[src/rtl/plab3_mem_assoc_tag_unit_pkg.sv]
// Shared definitions for the associative tag unit: FSM encodings and
// width helpers used by the top level and the PLRU tree.
package plab3_mem_assoc_tag_unit_pkg;

  // Controller-facing FSM encodings
  localparam logic [1:0] st_idle = 2'd0;
  localparam logic [1:0] st_resp = 2'd1;
  localparam logic [1:0] st_fill = 2'd2;

  // Width of a way index; a direct-mapped cache still carries a 1-bit way
  function automatic int way_bits(input int nways);
    return (nways > 1) ? $clog2(nways) : 1;
  endfunction

  // PLRU bits per set (nways-1 tree nodes); one dummy bit when nways=1
  function automatic int plru_bits(input int nways);
    return (nways > 1) ? nways - 1 : 1;
  endfunction

endpackage

[src/rtl/plab3_mem_assoc_tag_unit_plru_tree.sv]
// Tree pseudo-LRU for one set. Nodes are heap-ordered: node n has children
// 2n+1 (lower half) and 2n+2 (upper half). A node bit of 0 sends the victim
// search to the lower half. Touching a way makes every node on its path point
// away from it. Purely combinational.
module plab3_mem_plru_tree
  import plab3_mem_assoc_tag_unit_pkg::*;
#(
  parameter int p_nways = 2
) (
  input  logic [plru_bits(p_nways)-1:0] plru,
  input  logic [way_bits(p_nways)-1:0]  touch_way,
  output logic [way_bits(p_nways)-1:0]  victim,
  output logic [plru_bits(p_nways)-1:0] plru_next
);

  localparam int levels = $clog2(p_nways);

  // Walk from the root following the node bits to find the victim
  always_comb begin
    int node;
    // NOTE: every combinationally assigned variable gets a default first so
    // no path through the block leaves it unassigned (no inferred latch).
    victim = '0;
    node   = 0;
    for (int lvl = 0; lvl < levels; lvl++) begin
      victim[levels-1-lvl] = plru[node];
      node = 2 * node + 1 + int'(plru[node]);
    end
  end

  // Walk the touched way's path, pointing each node at the other half
  always_comb begin
    int node;
    plru_next = plru;
    node      = 0;
    for (int lvl = 0; lvl < levels; lvl++) begin
      plru_next[node] = ~touch_way[levels-1-lvl];
      node = 2 * node + 1 + int'(touch_way[levels-1-lvl]);
    end
  end

endmodule

[src/rtl/plab3_mem_assoc_tag_unit.sv]
// N-way set-associative tag store for a blocking cache. The controller
// presents a line address, receives hit/way/victim information, and confirms
// the refill of a missed line. Tracks valid/dirty per way and tree PLRU per
// set; reports a dirty victim for writeback; supports bulk invalidate.
module plab3_mem_assoc_tag_unit
  import plab3_mem_assoc_tag_unit_pkg::*;
#(
  parameter int p_nways     = 2,
  parameter int p_nsets     = 8,
  parameter int p_abw       = 32,
  parameter int p_clw       = 128,
  parameter int p_idx_shamt = 0
) (
  input  logic                          clk,
  input  logic                          reset,
  input  logic                          req_val,
  output logic                          req_rdy,
  input  logic [p_abw-1:0]              req_addr,
  input  logic                          req_write,
  input  logic                          inv_all,
  output logic                          resp_val,
  input  logic                          resp_rdy,
  output logic                          resp_hit,
  output logic [way_bits(p_nways)-1:0]  resp_way,
  output logic                          resp_evict,
  output logic [p_abw-1:0]              resp_evict_addr,
  input  logic                          fill_val,
  output logic                          fill_rdy
);

  localparam int ofw  = $clog2(p_clw / 8);
  localparam int idxw = $clog2(p_nsets);
  localparam int tagw = p_abw - ofw;
  localparam int wayw = way_bits(p_nways);
  localparam int pw   = plru_bits(p_nways);

  // Per-set storage
  logic [tagw-1:0]    tag_q   [p_nsets][p_nways];
  logic [p_nways-1:0] valid_q [p_nsets];
  logic [p_nways-1:0] dirty_q [p_nsets];
  logic [pw-1:0]      plru_q  [p_nsets];

  // Latched request and held victim
  logic [1:0]      state_q;
  logic [tagw-1:0] line_q;
  logic            write_q;
  logic [wayw-1:0] victim_q;

  logic [idxw-1:0]    idx;
  logic [p_nways-1:0] match;
  logic               hit;
  logic [wayw-1:0]    hit_way;
  logic [wayw-1:0]    plru_victim;
  logic [wayw-1:0]    victim_d;
  logic [wayw-1:0]    touch_way;
  logic [pw-1:0]      plru_next;

  // The stored tag is the whole line address, so the index is a slice of it
  assign idx = line_q[p_idx_shamt +: idxw];

  // Tag compare across the ways of the selected set
  always_comb begin
    match   = '0;
    hit_way = '0;
    for (int w = 0; w < p_nways; w++)
      match[w] = valid_q[idx][w] && (tag_q[idx][w] == line_q);
    for (int w = 0; w < p_nways; w++)
      if (match[w]) hit_way = wayw'(w);
  end

  assign hit = |match;

  // Hit touches the hit way; a fill touches the victim held from RESP
  assign touch_way = (state_q == st_fill) ? victim_q : hit_way;

  plab3_mem_plru_tree #(
    .p_nways (p_nways)
  ) u_plru (
    .plru      (plru_q[idx]),
    .touch_way (touch_way),
    .victim    (plru_victim),
    .plru_next (plru_next)
  );

  // Victim: lowest-index invalid way, otherwise the PLRU choice
  always_comb begin
    victim_d = plru_victim;
    for (int w = p_nways - 1; w >= 0; w--)
      if (!valid_q[idx][w]) victim_d = wayw'(w);
  end

  // Handshake and response outputs; response fields are zero outside RESP
  always_comb begin
    req_rdy         = (state_q == st_idle) && !inv_all;
    fill_rdy        = (state_q == st_fill);
    resp_val        = (state_q == st_resp);
    resp_hit        = resp_val && hit;
    resp_way        = resp_val ? (hit ? hit_way : victim_d) : '0;
    resp_evict      = resp_val && !hit && valid_q[idx][victim_d] && dirty_q[idx][victim_d];
    resp_evict_addr = resp_evict ? {tag_q[idx][victim_d], {ofw{1'b0}}} : '0;
  end

  // FSM, latched request and per-set valid/dirty/PLRU state
  always_ff @(posedge clk or posedge reset) begin
    // NOTE: sequential state uses non-blocking assignments so every flop
    // samples pre-edge values regardless of statement order.
    if (reset) begin
      state_q  <= st_idle;
      line_q   <= '0;
      write_q  <= 1'b0;
      victim_q <= '0;
      for (int s = 0; s < p_nsets; s++) begin
        valid_q[s] <= '0;
        dirty_q[s] <= '0;
        plru_q[s]  <= '0;
      end
    end else begin
      case (state_q)
        st_idle: begin
          if (inv_all) begin
            for (int s = 0; s < p_nsets; s++) begin
              valid_q[s] <= '0;
              dirty_q[s] <= '0;
              plru_q[s]  <= '0;
            end
          end else if (req_val) begin
            line_q  <= req_addr[p_abw-1:ofw];
            write_q <= req_write;
            state_q <= st_resp;
          end
        end
        st_resp: begin
          if (resp_rdy) begin
            if (hit) begin
              plru_q[idx] <= plru_next;
              if (write_q) dirty_q[idx][hit_way] <= 1'b1;
              state_q <= st_idle;
            end else begin
              victim_q <= victim_d;
              state_q  <= st_fill;
            end
          end
        end
        st_fill: begin
          if (fill_val) begin
            valid_q[idx][victim_q] <= 1'b1;
            dirty_q[idx][victim_q] <= write_q;
            plru_q[idx]            <= plru_next;
            state_q                <= st_idle;
          end
        end
        default: state_q <= st_idle;
      endcase
    end
  end

  // Tag array write on refill
  // NOTE: tags are deliberately not reset; they are only observed through a
  // set valid bit, so a reset port on the array would add cost for nothing.
  always_ff @(posedge clk) begin
    if (state_q == st_fill && fill_val) tag_q[idx][victim_q] <= line_q;
  end

  // At most one valid way may match a given line address
  assert property (@(posedge clk) disable iff (reset)
    (state_q == st_resp) |-> $onehot0(match));

endmodule

[config.mk]
export PLATFORM = sky130hd
export DESIGN_NAME = plab3_mem_assoc_tag_unit
export DESIGN_NICKNAME = d
export VERILOG_FILES = /design/src/rtl/plab3_mem_assoc_tag_unit_pkg.sv /design/src/rtl/plab3_mem_assoc_tag_unit_plru_tree.sv /design/src/rtl/plab3_mem_assoc_tag_unit.sv
export SDC_FILE = /design/constraint.sdc
export NUM_CORES = 1
export LEC_CHECK = 0
export CELL_PAD_IN_SITES_DETAIL_PLACEMENT = 1
export CELL_PAD_IN_SITES_GLOBAL_PLACEMENT = 1
export CORE_AREA = 2 2 276 278
export CTS_CLUSTER_DIAMETER = 30
export CTS_CLUSTER_SIZE = 40
export DETAILED_ROUTE_END_ITERATION = 8
export DIE_AREA = 0 0 278 280
export GPL_ROUTABILITY_DRIVEN = 0
export HOLD_SLACK_MARGIN = 0.05
export PLACE_DENSITY_LB_ADDON = 0.1
export SYNTH_ARGS = -nofsm -noshare
export SYNTH_HDL_FRONTEND = slang
export SYNTH_SLANG_ARGS = --single-unit
[constraint.sdc]
create_clock -name clk -period 12.7 [get_ports clk]
set_input_delay 1.27 -clock clk [delete_from_list [all_inputs] [get_ports clk]]
set_output_delay 1.27 -clock clk [all_outputs]
set_load 0.005 [all_outputs]
==> impl_metrics.csv <==
group,metric,value,unit
outcome,status,"finished clean",
route,met2_length,33.3,mm
grt,grt_start_max_net_pins,127,
setup_path,cp.arrival,6620,ps
timing,setup_viol_count_final,0,
synthesis,ys.flop_type,"edfxtp_1",
timing,finalSetupTns,0,ps
floorplan,start_util,0.297,
synthesis,synth_area_leaders,"edfxtp_1, mux4_2, dfrtp_1",
power,power.density,279,nW/um^2
grt,grt_pass1_vias,13989,
synthesis,synth_edf_count,448,
synthesis,synth_area_leader_cell,"edfxtp_1",
grt,overflow,0,
timing,rsz0062_at_grt,"false",
cts,path_clk_slew,40,ps
route,wl_per_cell,26.4,um
cts,postCtsResizedCells,0,
cells_and_area,drive_above_1_share,0.266,
timing,timing.final.hold_violations,0,
power,p_sw_frac,0.326,
route,via_per_inst,4.97,
synthesis,netlist_area,22300,um^2
setup_path,path_cells,"buf_12 > and2_1 > a22oi_1 > nand3_1 > a21oi_1 > and4_1 > and3_1 > a211oi_4 > nand4b_1 > buf_4 > a211oi_1 > clkdlybuf4s50_1",
route,drc,0,
cts,clock_sinks,520,
synthesis,yosys.area.top_type_share,0.603,
setup_path,end_kind,"primary output",
cts,post_cts_buffers,0,
power,p_seq_frac,0.312,
floorplan,die_w,278,um
power,p_switching,2.63,mW
setup_path,start_kind,"flip-flop",
power,ir_drop,164,uV
setup_path,critical-path-max-stage-delay,960,ps
synthesis,synthCells,1323,
timing,fmax,0.127,GHz
timing,slew_headroom,0.151,
synthesis,yosysSeqAreaShare,0.683,
setup_path,r2r_slack,7220,ps
placement,numPortBuffers,68,
power,clock_power_share,0.430,
timing,holdWs,489,ps
grt,antenna_found_initial,0,
cts,cts_buffers,139,
timing,clock_skew,26.5,ps
cts,cts_buffer_depth,3,
timing,setup_slack,4810,ps
setup_path,crit_family,"simple AND/OR/NAND/NOR gates",
floorplan,dieArea,77800,um^2
power,intPower,5.43,mW
synthesis,yosys.area_share.adder,0.00224,
setup_path,crit_type,"reg -> out",
placement,dp_hpwl,37.5,mm
setup_path,cp.required,11430,ps
grt,grt_pass1_wl,99.5,mm
setup_path,crit_slowest_cell,"dfrtp_4",
synthesis,ys_warn_count,0,
synthesis,yosysUniqueCellTypes,66,
route,drtIter0Drc,754,
floorplan,die_h,280,um
synthesis,synth-seq-cells,520,
power,comb_power_share,0.258,
run,cap_violations,0,
route,drtPass1Iterations,5,
cts,cts_root_buf,"clkbuf_16",
synthesis,synth_xor_xnor_area_share,0.0180,
route,routed_wl,68.3,mm
floorplan,io_pins,77,
cts,clkLatencyLatePin,690,ps
cells_and_area,nets,1531,
cts,cts_tree,"yes",
cells_and_area,area_growth,29.4,%
power,leakage,10.1,nW
power,power.total,8.05,mW
synthesis,yosysMostFrequentCell,"edfxtp_1",
floorplan,coreArea,75200,um^2
synthesis,synth_top_family_by_area,"multiplexers",
route,vias,12843,
route,antenna_left,0,
synthesis,synth-simple-area-share,0.0461,
route,wl_met1,31.0,mm
route,dr.max_layer_used,"met4",
min_path,hold_class,"reg -> reg",
synthesis,synthMuxAreaShare,0.168,
timing,post-route-period-util,0.621,
synthesis,yosys-top-cells-count,"edfxtp_1, mux2i_1, nor2_1, mux4_2, dfrtp_1",
floorplan,num_rows,101,
grt,grtUsageTotal,0.179,
synthesis,synth_compound_area_frac,0.0563,
synthesis,syn_area_per_cell,16.9,um^2
cts,holdBufCountCts,0,
timing,tightest_slew,1260,ps
cts,h-tree-depth,4,
setup_path,cp_max_fo,71,
setup_path,crit_buf_inv,3,
placement,preCtsSetupSlack,5370,ps
timing,fin_crit,7890,ps
timing,finalMaxSlewViolations,0,
route,met3WireLength,2.69,mm
synthesis,async_flop_share,0.138,
## worst paths after layout
path | start | endpoint | cells past startpoint
worst max-delay path | line_q[1] | resp_evict_addr[27] | 12
worst max register to register | line_q[1] | dirty_q[7] | 11
worst min-delay path | plru_q[0] | plru_q[0] | 1
max in group asynchronous | reset | line_q[1] | 3
worst min register to register | plru_q[0] | plru_q[0] | 1
min in group asynchronous | reset | state_q[0] | 2
## through the flow
stage               std cells   util  area [um^2]
floorplan                1326      -        22300
global placement         2325  0.322        24200
detailed placement       2325  0.322        24200
CTS                      2582  0.384        28900
global route             2582  0.384        28900
finish                   2584  0.384        28900
## layer usage
layer	global-route usage	vias to the layer above
met5	0	-
met2	0.293	277
met4	0.0542	0
li1	-	5609
met1	0.238	6862
met3	0.0398	95
## placed cells by master, fill, tap and decap left out, types with 35 or more instances in the layout
master / instances
mux2i_1: 121
mux2_2: 54
buf_4: 35
nand2_1: 37
mux4_2: 84
clkdlybuf4s50_1: 68
dfrtp_1: 69
edfxtp_1: 448
nor2_1: 74
clkbuf_16: 142
## final cells by class
| type | count | area, um^2 |
|---|---|---|
| fillers | 7324 | 46300 |
| repair buffers | 105 | 983 |
| clock inverters | 85 | 973 |
| clock buffers | 172 | 3730 |
| diodes | 2 | 5.00 |
| inverters | 17 | 66.3 |
| multi-input cells | 705 | 6650 |
| well taps | 978 | 1220 |
| flip-flops and latches | 520 | 15300 |
## kinds of logic after synthesis
logic type / count (synthesis)
flops: 520
mux: 262
simple gates: 218
compound gates: 171
buf+inv: 101
xor+xnor: 46
fa+ha+maj: 4
other cells: 1
## sequential cells by signal (all words and copies together), names as in the netlist
name and cells:
line_q 28, valid_q 16, plru_q 8, tag_q 448, write_q 1, victim_q 1
state_q 2, dirty_q 16
## power by group through the flow
stage	Sequential, mW	Combinational [mW]	Clock [mW]
after floorplan	2.38	1.49	0
after global placement	2.54	2.12	0
after detailed placement	2.56	2.13	0
after CTS	2.53	2.13	3.53
after global routing	2.57	2.25	3.62
final	2.52	2.08	3.46
Note: power is estimated with default switching activity, not from simulation.
